**src/rtl/serializer_pkg.sv**
```systemverilog
// Shared types and default parameters for the multi-channel serializer.
package serializer_pkg;

    localparam int unsigned DEF_DATA_W     = 16;
    localparam int unsigned DEF_N_CH       = 2;
    localparam int unsigned DEF_FIFO_DEPTH = 4;
    localparam bit          DEF_MSB_FIRST  = 1'b1;

    typedef enum logic [1:0] {
        IDLE  = 2'd0,
        SETUP = 2'd1,
        SHIFT = 2'd2,
        HOLD  = 2'd3
    } state_t;

endpackage

```
**src/rtl/sync_fifo.sv**
```systemverilog
// Single-clock FIFO of sample sets; a push into a full FIFO is accepted only
// when a pop happens in the same cycle.
module sync_fifo #(
    parameter int unsigned WIDTH = 32,
    parameter int unsigned DEPTH = 4
) (
    input  logic                     clk,
    input  logic                     rst,
    input  logic                     push,
    input  logic [WIDTH-1:0]         wdata,
    input  logic                     pop,
    output logic [WIDTH-1:0]         rdata,
    output logic                     full,
    output logic                     empty,
    output logic [$clog2(DEPTH):0]   level
);

    localparam int unsigned PTR_W = $clog2(DEPTH);
    localparam int unsigned LVL_W = PTR_W + 1;

    logic [WIDTH-1:0] mem [DEPTH];
    logic [PTR_W-1:0] wr_ptr;
    logic [PTR_W-1:0] rd_ptr;
    logic             push_ok;
    logic             pop_ok;

    assign full    = (level == LVL_W'(DEPTH));
    assign empty   = (level == '0);
    assign pop_ok  = pop && !empty;
    assign push_ok = push && (!full || pop_ok);
    assign rdata   = mem[rd_ptr];

    // Storage write; contents are don't-care until written.
    always_ff @(posedge clk) begin
        if (push_ok) begin
            mem[wr_ptr] <= wdata;
        end
    end

    // Pointers wrap naturally at the power-of-two depth; level tracks occupancy.
    always_ff @(posedge clk or posedge rst) begin
        if (rst) begin
            wr_ptr <= '0;
            rd_ptr <= '0;
            level  <= '0;
        end else begin
            if (push_ok) begin
                wr_ptr <= wr_ptr + PTR_W'(1);
            end
            if (pop_ok) begin
                rd_ptr <= rd_ptr + PTR_W'(1);
            end
            if (push_ok && !pop_ok) begin
                level <= level + LVL_W'(1);
            end else if (pop_ok && !push_ok) begin
                level <= level - LVL_W'(1);
            end
        end
    end

endmodule

```
**src/rtl/multi_channel_serializer.sv**
```systemverilog
// Buffers filtered sample sets and streams each one as a mode-0 serial frame
// (channel 0 first) with a chip select framing every set.
module multi_channel_serializer
    import serializer_pkg::*;
#(
    parameter int unsigned DATA_W     = DEF_DATA_W,
    parameter int unsigned N_CH       = DEF_N_CH,
    parameter int unsigned FIFO_DEPTH = DEF_FIFO_DEPTH,
    parameter bit          MSB_FIRST  = DEF_MSB_FIRST
) (
    input  logic                          rp2350_sck,
    input  logic                          rst,
    input  logic [N_CH*DATA_W-1:0]        filtered_data,
    input  logic                          filter_done,
    output logic                          rpi_mosi,
    output logic                          rpi_cs,
    output logic                          rpi_sck,
    output logic                          busy,
    output logic                          overflow,
    output logic [$clog2(FIFO_DEPTH):0]   fifo_level
);

    localparam int unsigned FRAME_W = N_CH * DATA_W;
    localparam int unsigned CNT_W   = (FRAME_W > 1) ? $clog2(FRAME_W) : 1;

    logic [1:0]         rst_sync;
    logic               rst_i;
    state_t             state;
    logic               phase;
    logic [CNT_W-1:0]   bit_cnt;
    logic [FRAME_W-1:0] frame;
    logic [FRAME_W-1:0] load_frame;
    logic [FRAME_W-1:0] head;
    logic               fifo_full;
    logic               fifo_empty;
    logic               pop;

    // Reset asserts immediately and releases two clock edges later.
    always_ff @(posedge rp2350_sck or posedge rst) begin
        if (rst) begin
            rst_sync <= 2'b11;
        end else begin
            rst_sync <= {rst_sync[0], 1'b0};
        end
    end

    assign rst_i = rst_sync[1];
    assign pop   = (state == IDLE) && !fifo_empty;

    sync_fifo #(
        .WIDTH (FRAME_W),
        .DEPTH (FIFO_DEPTH)
    ) u_fifo (
        .clk   (rp2350_sck),
        .rst   (rst_i),
        .push  (filter_done),
        .wdata (filtered_data),
        .pop   (pop),
        .rdata (head),
        .full  (fifo_full),
        .empty (fifo_empty),
        .level (fifo_level)
    );

    // Reorder the head set so the frame always leaves from its top bit.
    always_comb begin
        load_frame = '0;
        for (int ch = 0; ch < int'(N_CH); ch++) begin
            for (int b = 0; b < int'(DATA_W); b++) begin
                load_frame[int'(FRAME_W) - 1 - (ch * int'(DATA_W) + b)] =
                    MSB_FIRST ? head[ch * int'(DATA_W) + int'(DATA_W) - 1 - b]
                              : head[ch * int'(DATA_W) + b];
            end
        end
    end

    // Sticky drop flag: a strobe into a full FIFO that is not popping this cycle.
    always_ff @(posedge rp2350_sck or posedge rst_i) begin
        if (rst_i) begin
            overflow <= 1'b0;
        end else if (filter_done && fifo_full && !pop) begin
            overflow <= 1'b1;
        end
    end

    // Frame FSM; each state's pins are registered on the edge it executes.
    always_ff @(posedge rp2350_sck or posedge rst_i) begin
        if (rst_i) begin
            state    <= IDLE;
            phase    <= 1'b0;
            bit_cnt  <= '0;
            frame    <= '0;
            rpi_cs   <= 1'b1;
            rpi_sck  <= 1'b0;
            rpi_mosi <= 1'b1;
            busy     <= 1'b0;
        end else begin
            case (state)
                IDLE: begin
                    rpi_cs   <= 1'b1;
                    rpi_sck  <= 1'b0;
                    rpi_mosi <= 1'b1;
                    if (!fifo_empty) begin
                        frame <= load_frame;
                        state <= SETUP;
                        busy  <= 1'b1;
                    end
                end
                SETUP: begin
                    rpi_cs   <= 1'b0;
                    rpi_sck  <= 1'b0;
                    rpi_mosi <= frame[FRAME_W-1];
                    phase    <= 1'b0;
                    bit_cnt  <= '0;
                    state    <= SHIFT;
                end
                SHIFT: begin
                    rpi_sck <= phase;
                    phase   <= ~phase;
                    if (!phase) begin
                        rpi_mosi <= frame[FRAME_W-1];
                    end else if (bit_cnt == CNT_W'(FRAME_W - 1)) begin
                        state <= HOLD;
                    end else begin
                        bit_cnt <= bit_cnt + CNT_W'(1);
                        frame   <= frame << 1;
                    end
                end
                HOLD: begin
                    rpi_cs  <= 1'b0;
                    rpi_sck <= 1'b0;
                    state   <= IDLE;
                    busy    <= 1'b0;
                end
                default: begin
                    state <= IDLE;
                    busy  <= 1'b0;
                end
            endcase
        end
    end

endmodule
```
**config.mk**
```make
export PLATFORM = sky130hd
export DESIGN_NAME = multi_channel_serializer
export DESIGN_NICKNAME = d
export VERILOG_FILES = /design/src/rtl/serializer_pkg.sv /design/src/rtl/sync_fifo.sv /design/src/rtl/multi_channel_serializer.sv
export SDC_FILE = /design/constraint.sdc
export NUM_CORES = 1
export LEC_CHECK = 0
export CELL_PAD_IN_SITES_DETAIL_PLACEMENT = 1
export CELL_PAD_IN_SITES_GLOBAL_PLACEMENT = 1
export CORE_ASPECT_RATIO = 1.5
export CORE_MARGIN = 2
export CORE_UTILIZATION = 54
export CTS_CLUSTER_DIAMETER = 150
export CTS_CLUSTER_SIZE = 25
export DETAILED_ROUTE_END_ITERATION = 10
export PLACE_DENSITY = 0.8
export SLEW_MARGIN = 0
export SYNTH_ARGS = -nofsm -noshare
export SYNTH_HDL_FRONTEND = slang
export SYNTH_SLANG_ARGS = --single-unit
```
**constraint.sdc**
```tcl
create_clock -name rp2350_sck -period 4.1 [get_ports rp2350_sck]
set_input_delay 0.41 -clock rp2350_sck [delete_from_list [all_inputs] [get_ports rp2350_sck]]
set_output_delay 0.41 -clock rp2350_sck [all_outputs]
set_load 0.02 [all_outputs]
```
Yosys cells after proc, flatten, opt, wreduce, memory -nomap -nowiden
Memory sizes are Yosys's and may differ from the RTL's.
Index checks and enable logic that the tools add are counted.

operators by class
  add/subtract/negate cells = 5
  equal/unequal tests = 10
  mux-type cells = 22
  bitwise gates (word level) = 1
  reductions and logical operators = 28

operator list
  kind                                                           number
  32-bit two-way mux                                             3
  32-bit one-hot mux with 2 select lines                         1
  5-bit two-way mux                                              2
  2-bit != test, second input constant                           5
  5-bit one-hot mux with 2 select lines                          1
  2-bit nonzero test                                             5
  1-bit one-hot mux with 2 select lines                          4
  2-bit one-hot mux with 4 select lines                          1
  1-bit logical AND                                              7
  2-bit two-way mux                                              3
  3-bit two-way mux                                              2
  3-bit AND reduction                                            2
  5-bit by 1-bit adder with 5-bit output, second input constant  1
  5-bit equality test, second input constant                     1
  1-bit logical NOT                                              5
  2-bit by 1-bit adder with 2-bit output, second input constant  2
  2-bit equality test, second input constant                     2
  1-bit two-way mux                                              4
  2-bit AND reduction                                            2
  4-bit AND reduction                                            1
  3-bit by 1-bit adder with 3-bit output, second input constant  1
  3-bit equality test, second input constant                     1
  3-bit logical NOT                                              1
  1-bit one-hot mux with 3 select lines                          1
  other kinds (8)                                                8

storage, ports and cells
  register bits after elaboration = 54
  bits in writable memories = 128
  input port bits = 35
  output and inout port bits = 8
  logic and storage cells = 80
  memories = 1

memory list
  memory      words  width  read ports  clocked after memory_dff  wr ports  line             text
  u_fifo.mem  4      32     1           0                         1         sync_fifo.sv:21  logic [WIDTH-1:0] mem [DEPTH];

Depth between registers and ports, before layout
  depth in word-level cells = 10
  depth in mapped cells = 11
  depth with buffers taken out = 10

By module
Synthesis repeated with hierarchy kept, for this count alone.

unflattened totals
  cell total of the unflattened synthesis = 381
  area total of the unflattened synthesis = 7487.2 um^2

by module, submodules not included
  module                    times used  cells an instance  area each (um^2)  seq. area each (um^2)
  sync_fifo                 1           204                5098.6            4018.9
  multi_channel_serializer  1           177                2388.5            1181.1

Least setup slack after synthesis
OpenSTA, ideal clock, no wires.

  kind = register -> register
  start point = register state[0]
  end point = memory u_fifo.mem[0][0] (enable)
  setup time = 0.392 ns
  arrival time = 1.968 ns
  required time = 3.708 ns
  slack = 1.740 ns
  stages on the path, launching flop included = 7
  path buffers = 1
  period minus slack after synthesis = 2.360 ns
  path through = dfrtp_1 inv_1 ha_1 nor4b_1 nor2b_1 clkbuf_1 and2_1

between the ends
  cells in the longest elaborated chain, start to end = 7

RTL lines
  element                                  line                             text
  from (decl)                              multi_channel_serializer.sv:28   state_t state;
  from (signal assigned)                   multi_channel_serializer.sv:89   state <= IDLE;
  from (signal assigned)                   multi_channel_serializer.sv:105  state <= SETUP;
  from (signal assigned)                   multi_channel_serializer.sv:115  state <= SHIFT;
  2-bit logical NOT                        multi_channel_serializer.sv:48   assign pop = (state == IDLE) && !fifo_empty;
  1-bit logical AND                        multi_channel_serializer.sv:48
  1-bit logical AND                        sync_fifo.sv:29                  assign pop_ok = pop && !empty;
  1-bit logical OR                         sync_fifo.sv:30                  assign push_ok = push && (!full || pop_ok);
  1-bit logical AND                        sync_fifo.sv:30
  net u_fifo.push_ok                       sync_fifo.sv:24                  logic push_ok;
  1-bit two-way mux                        sync_fifo.sv:35                  if (push_ok) begin
  1-bit two-way mux (implied by the code)  sync_fifo.sv:36                  mem[wr_ptr] <= wdata;
  to (decl)                                sync_fifo.sv:21

The timed path passes the listed nets, and every way through them passes these cells.

Worst setup path after layout
  start point = register state[0]
  end point = register frame[3]

between the ends
  cells in the longest elaborated chain, start to end = 3
  elaborated cells between the ends (all ways) = 8
  those cells by class = eq/ne: 4; mux: 1; reduce/logical: 3

RTL lines
  element                                                        line                             text
  2-bit equality test or 2-bit logical NOT (tied branches)       multi_channel_serializer.sv:98   case (state)
  2-bit != test (no line) or 2-bit nonzero test (tied branches)  -
  4-bit AND reduction (no line)                                  -
  to (signal assigned)                                           multi_channel_serializer.sv:104  frame <= load_frame;
  to (signal assigned)                                           multi_channel_serializer.sv:126  frame <= frame << 1;
  to (decl)                                                      multi_channel_serializer.sv:31   logic [FRAME_W-1:0] frame;

Parallel ways exist; a longest one is shown, timed or not.
A chain may end at the register's enable or synchronous reset.

==> qor.yml <==
outcome:
  status: "finished, final reports clean"
placed_design:
  io_buffers: 42
  place_congestion: 0.7151
  dp_slack_ps: 1443
  dp_hpwl_um: 8774
  placed_cells: 636
clocking:
  post-cts-setup-buffers: 0
  root_buffer: "clkbuf_16"
  clock_tree.buffer_depth: 2
  cts_made_buffers: 17
  cts_tree: "built"
  clk_pin_slew_ps: 60
  cts_resized: 0
  ctsHtreeMaxLevel: 4
  cts.sinks: 182
  hold_buffers: 0
  clk_latency_ps: 420
synth:
  ys_async_sr_fraction_pct: 29.67
  synthMuxAreaShare_pct: 14.45
  synth_area_um2: 7388
  syn-num-nets: 496
  ys.flop_type: "edfxtp_1"
  post_synth.cell_area_avg_um2: 16.53
  ys_types: 39
  synth_edf_count: 128
  ys_ff_latch: 182
  synth_top_family_by_area: "multiplexers"
  ys_warn_count: 0
  synth_cells: 447
  synth-simple-area-share_pct: 4.200
  synth_compound_area_share_pct: 5.216
  seq_area_frac_synth_pct: 70.38
  synth_xor_area_share_pct: 0.7113
  synth_fa_ha_area_share_pct: 2.472
route:
  vias_per_cell: 5.936
  drtPass1Iterations: 4
  wl_per_cell_um: 22.32
  drt-total-wl_um: 14910
  drc: 0
  drt-initial-drc-count: 205
  vias: 3965
  antenna_left: 0
timing:
  final_hold_viol_count: 0
  final-setup-viol-count: 0
  slew_viol_final: 0
  fin_tns_setup_ps: 0
  fin_hold_ws_ps: 320.2
  fin_ws_ps: 1424
  clock.fmax_mhz: 373.7
  relSlewSlack_pct: 19.36
  tightest_slew_ps: 1210
  finalCritPeriodShare_pct: 65.26
  period_minus_slack_ps: 2676
  fin_worst_skew_ps: 11.05
  rsz0062_at_grt: "false"
layout:
  fin_util_pct: 63.60
  instances_no_fill: 668
  antenna_cells: 0
  area_growth_pct: 15.38
  layout_common_cells: "128 x edfxtp_1, 65 x mux2i_1, 49 x dfrtp_1"
  drive_gt1_share_pct: 16.80
  final_nets: 542
  final_common_cell: "edfxtp_1"
power_and_ir_drop:
  switchingPower_w: 0.002263
  vdd_drop_max_mv: 0.3761
  seqPwrFrac_pct: 43.3
  power.share.switching_pct: 33.15
  power.density_nw_per_um2: 801.0
  p_int_w: 0.004564
  pwr-share-comb_pct: 33.1
  power_frac_clock_pct: 23.5
  static-leakage-power_nw: 3.251
floorplanning:
  placementRows: 52
  die_h_um: 147.3
  dieArea_um2: 14650
  io_pins: 43
  die_x_um: 99.51
  coreArea_um2: 13400
  start_util_pct: 55.13
critical_path:
  critPathMaxFanout: 32
  path_buf_inv: 3
  critPathSlowestCell: "buf_4"
  cpMostUsedCell: "buf_4"
  crit_type: "register to register"
  crit_path_cell_trace: "inv_1 -> ha_1 -> buf_4 -> nor2_1 -> nor4b_4 -> buf_4 -> mux2_2"
  cp-end-kind: "register"
  critPathTopFamily: "buffers and inverters"
  slowest_delay_ps: 470
  start_kind: "register"
  arrival_ps: 2970
  worstPathRequired_ps: 4390
grt:
  grt_pass1_vias: 4647
  grt-ovfl-total: 0
  antenna_found_initial: 0
  grt_util_all_layers_pct: 21.98
  grt_pass1_wl_um: 24440
  grt_max_degree: 67
min_path:
  hold_class: "input port to asynchronous set/reset pin"
flow_run:
  drv_cap: 0
-- state kept, by name, indices dropped and copies added (netlist names), 2 cells and up --
signal,flops
bit_cnt,5
frame,32
rst_sync,2
state,2
u_fifo.level,3
u_fifo.mem,128
u_fifo.rd_ptr,2
u_fifo.wr_ptr,2
-- cells by family (layout without fill, tap and decap cells) --
kind of cell | count (synthesis) | count (layout)
DFF | 182 | 182
muxes | 102 | 102
and+or+nand+nor | 59 | 59
AOI/OAI and AO/OA | 47 | 47
buffers and inverters | 36 | 95
adders and majority gates | 14 | 14
xor gates and xnor gates | 6 | 6
other | 1 | 1
-- metrics by stage --
step,power (W),instance area [um^2]
3_5_place_dp,0.005234,7941
2_1_floorplan,0.004597,7388
4_1_cts,0.006879,8524
6_report,0.006828,8524
3_3_place_gp,0.005041,7941
5_1_grt,0.007189,8524
-- path summary, 6_finish.rpt --
kind	start	endpoint	slack, ps	cells after the start
worst max-delay path	state[0]$_DFFE_PP0P_	frame[3]$_DFFE_PP0P_	1420	7
worst min-delay path	rst	rst_sync[1]$_DFF_PP1_	320	2
worst max register to register	state[0]$_DFFE_PP0P_	frame[3]$_DFFE_PP0P_	1420	7
worst min register to register	rst_sync[1]$_DFF_PP1_	frame[22]$_DFFE_PP0P_	330	1
max in group asynchronous	rst_sync[1]$_DFF_PP1_	rpi_mosi$_DFFE_PP1P_	2920	2
min in group rp2350_sck	rst_sync[0]$_DFF_PP1_	rst_sync[1]$_DFF_PP1_	360	0
-- routing by layer --
layer | vias to the layer above | wire length (um) | GRT usage (%)
li1 | 1788 | - | -
met1 | 2070 | 5841 | 25.66
met2 | 77 | 8329 | 39.49
met3 | 30 | 350 | 3.711
met4 | 0 | 386 | 9.452
met5 | - | 0 | 0
-- cell usage after synthesis (all sizes together) (2+ instances only) --
| cell type | count | area share [%] |
|---|---|---|
| a22o | 2 | 0.24 |
| mux2 | 37 | 5.6 |
| xnor2 | 4 | 0.47 |
| o221ai | 31 | 3.7 |
| nand2b | 3 | 0.25 |
| nand2 | 35 | 1.8 |
| a31oi | 2 | 0.17 |
| mux2i | 65 | 8.8 |
| nor2b | 3 | 0.25 |
| nor4b | 3 | 0.76 |
| buf | 14 | 1.4 |
| nor2 | 3 | 0.15 |
| dfstp | 4 | 1.4 |
| xor2 | 2 | 0.24 |
| nor3 | 2 | 0.14 |
| o21ai | 2 | 0.14 |
| o31a | 2 | 0.24 |
| ha | 13 | 2.2 |
| or2 | 2 | 0.17 |
| dfrtp | 50 | 17 |
| inv | 12 | 0.61 |
| clkbuf | 10 | 0.51 |
| edfxtp | 128 | 52 |
| and2 | 5 | 0.42 |
| a21oi | 3 | 0.20 |
-- power groups by stage --
stage	combinational, W	clock, W	sequential, W
2_1_floorplan	0.00181	0	0.00279
3_3_place_gp	0.00210	0	0.00294
3_5_place_dp	0.00225	0	0.00299
4_1_cts	0.00229	0.00163	0.00297
5_1_grt	0.00246	0.00170	0.00302
6_report	0.00226	0.00161	0.00296
-- cell type report --
type,instances,area (um^2)
fill,1190,4878
sequential,182,5204
multi-input combinational,229,2002
clock inverter,11,122.6
tap,162,202.7
inverter,12,45.04
clock buffer,21,460.4
timing repair buffer,51,488.0
(Power assumes the default switching activity.)
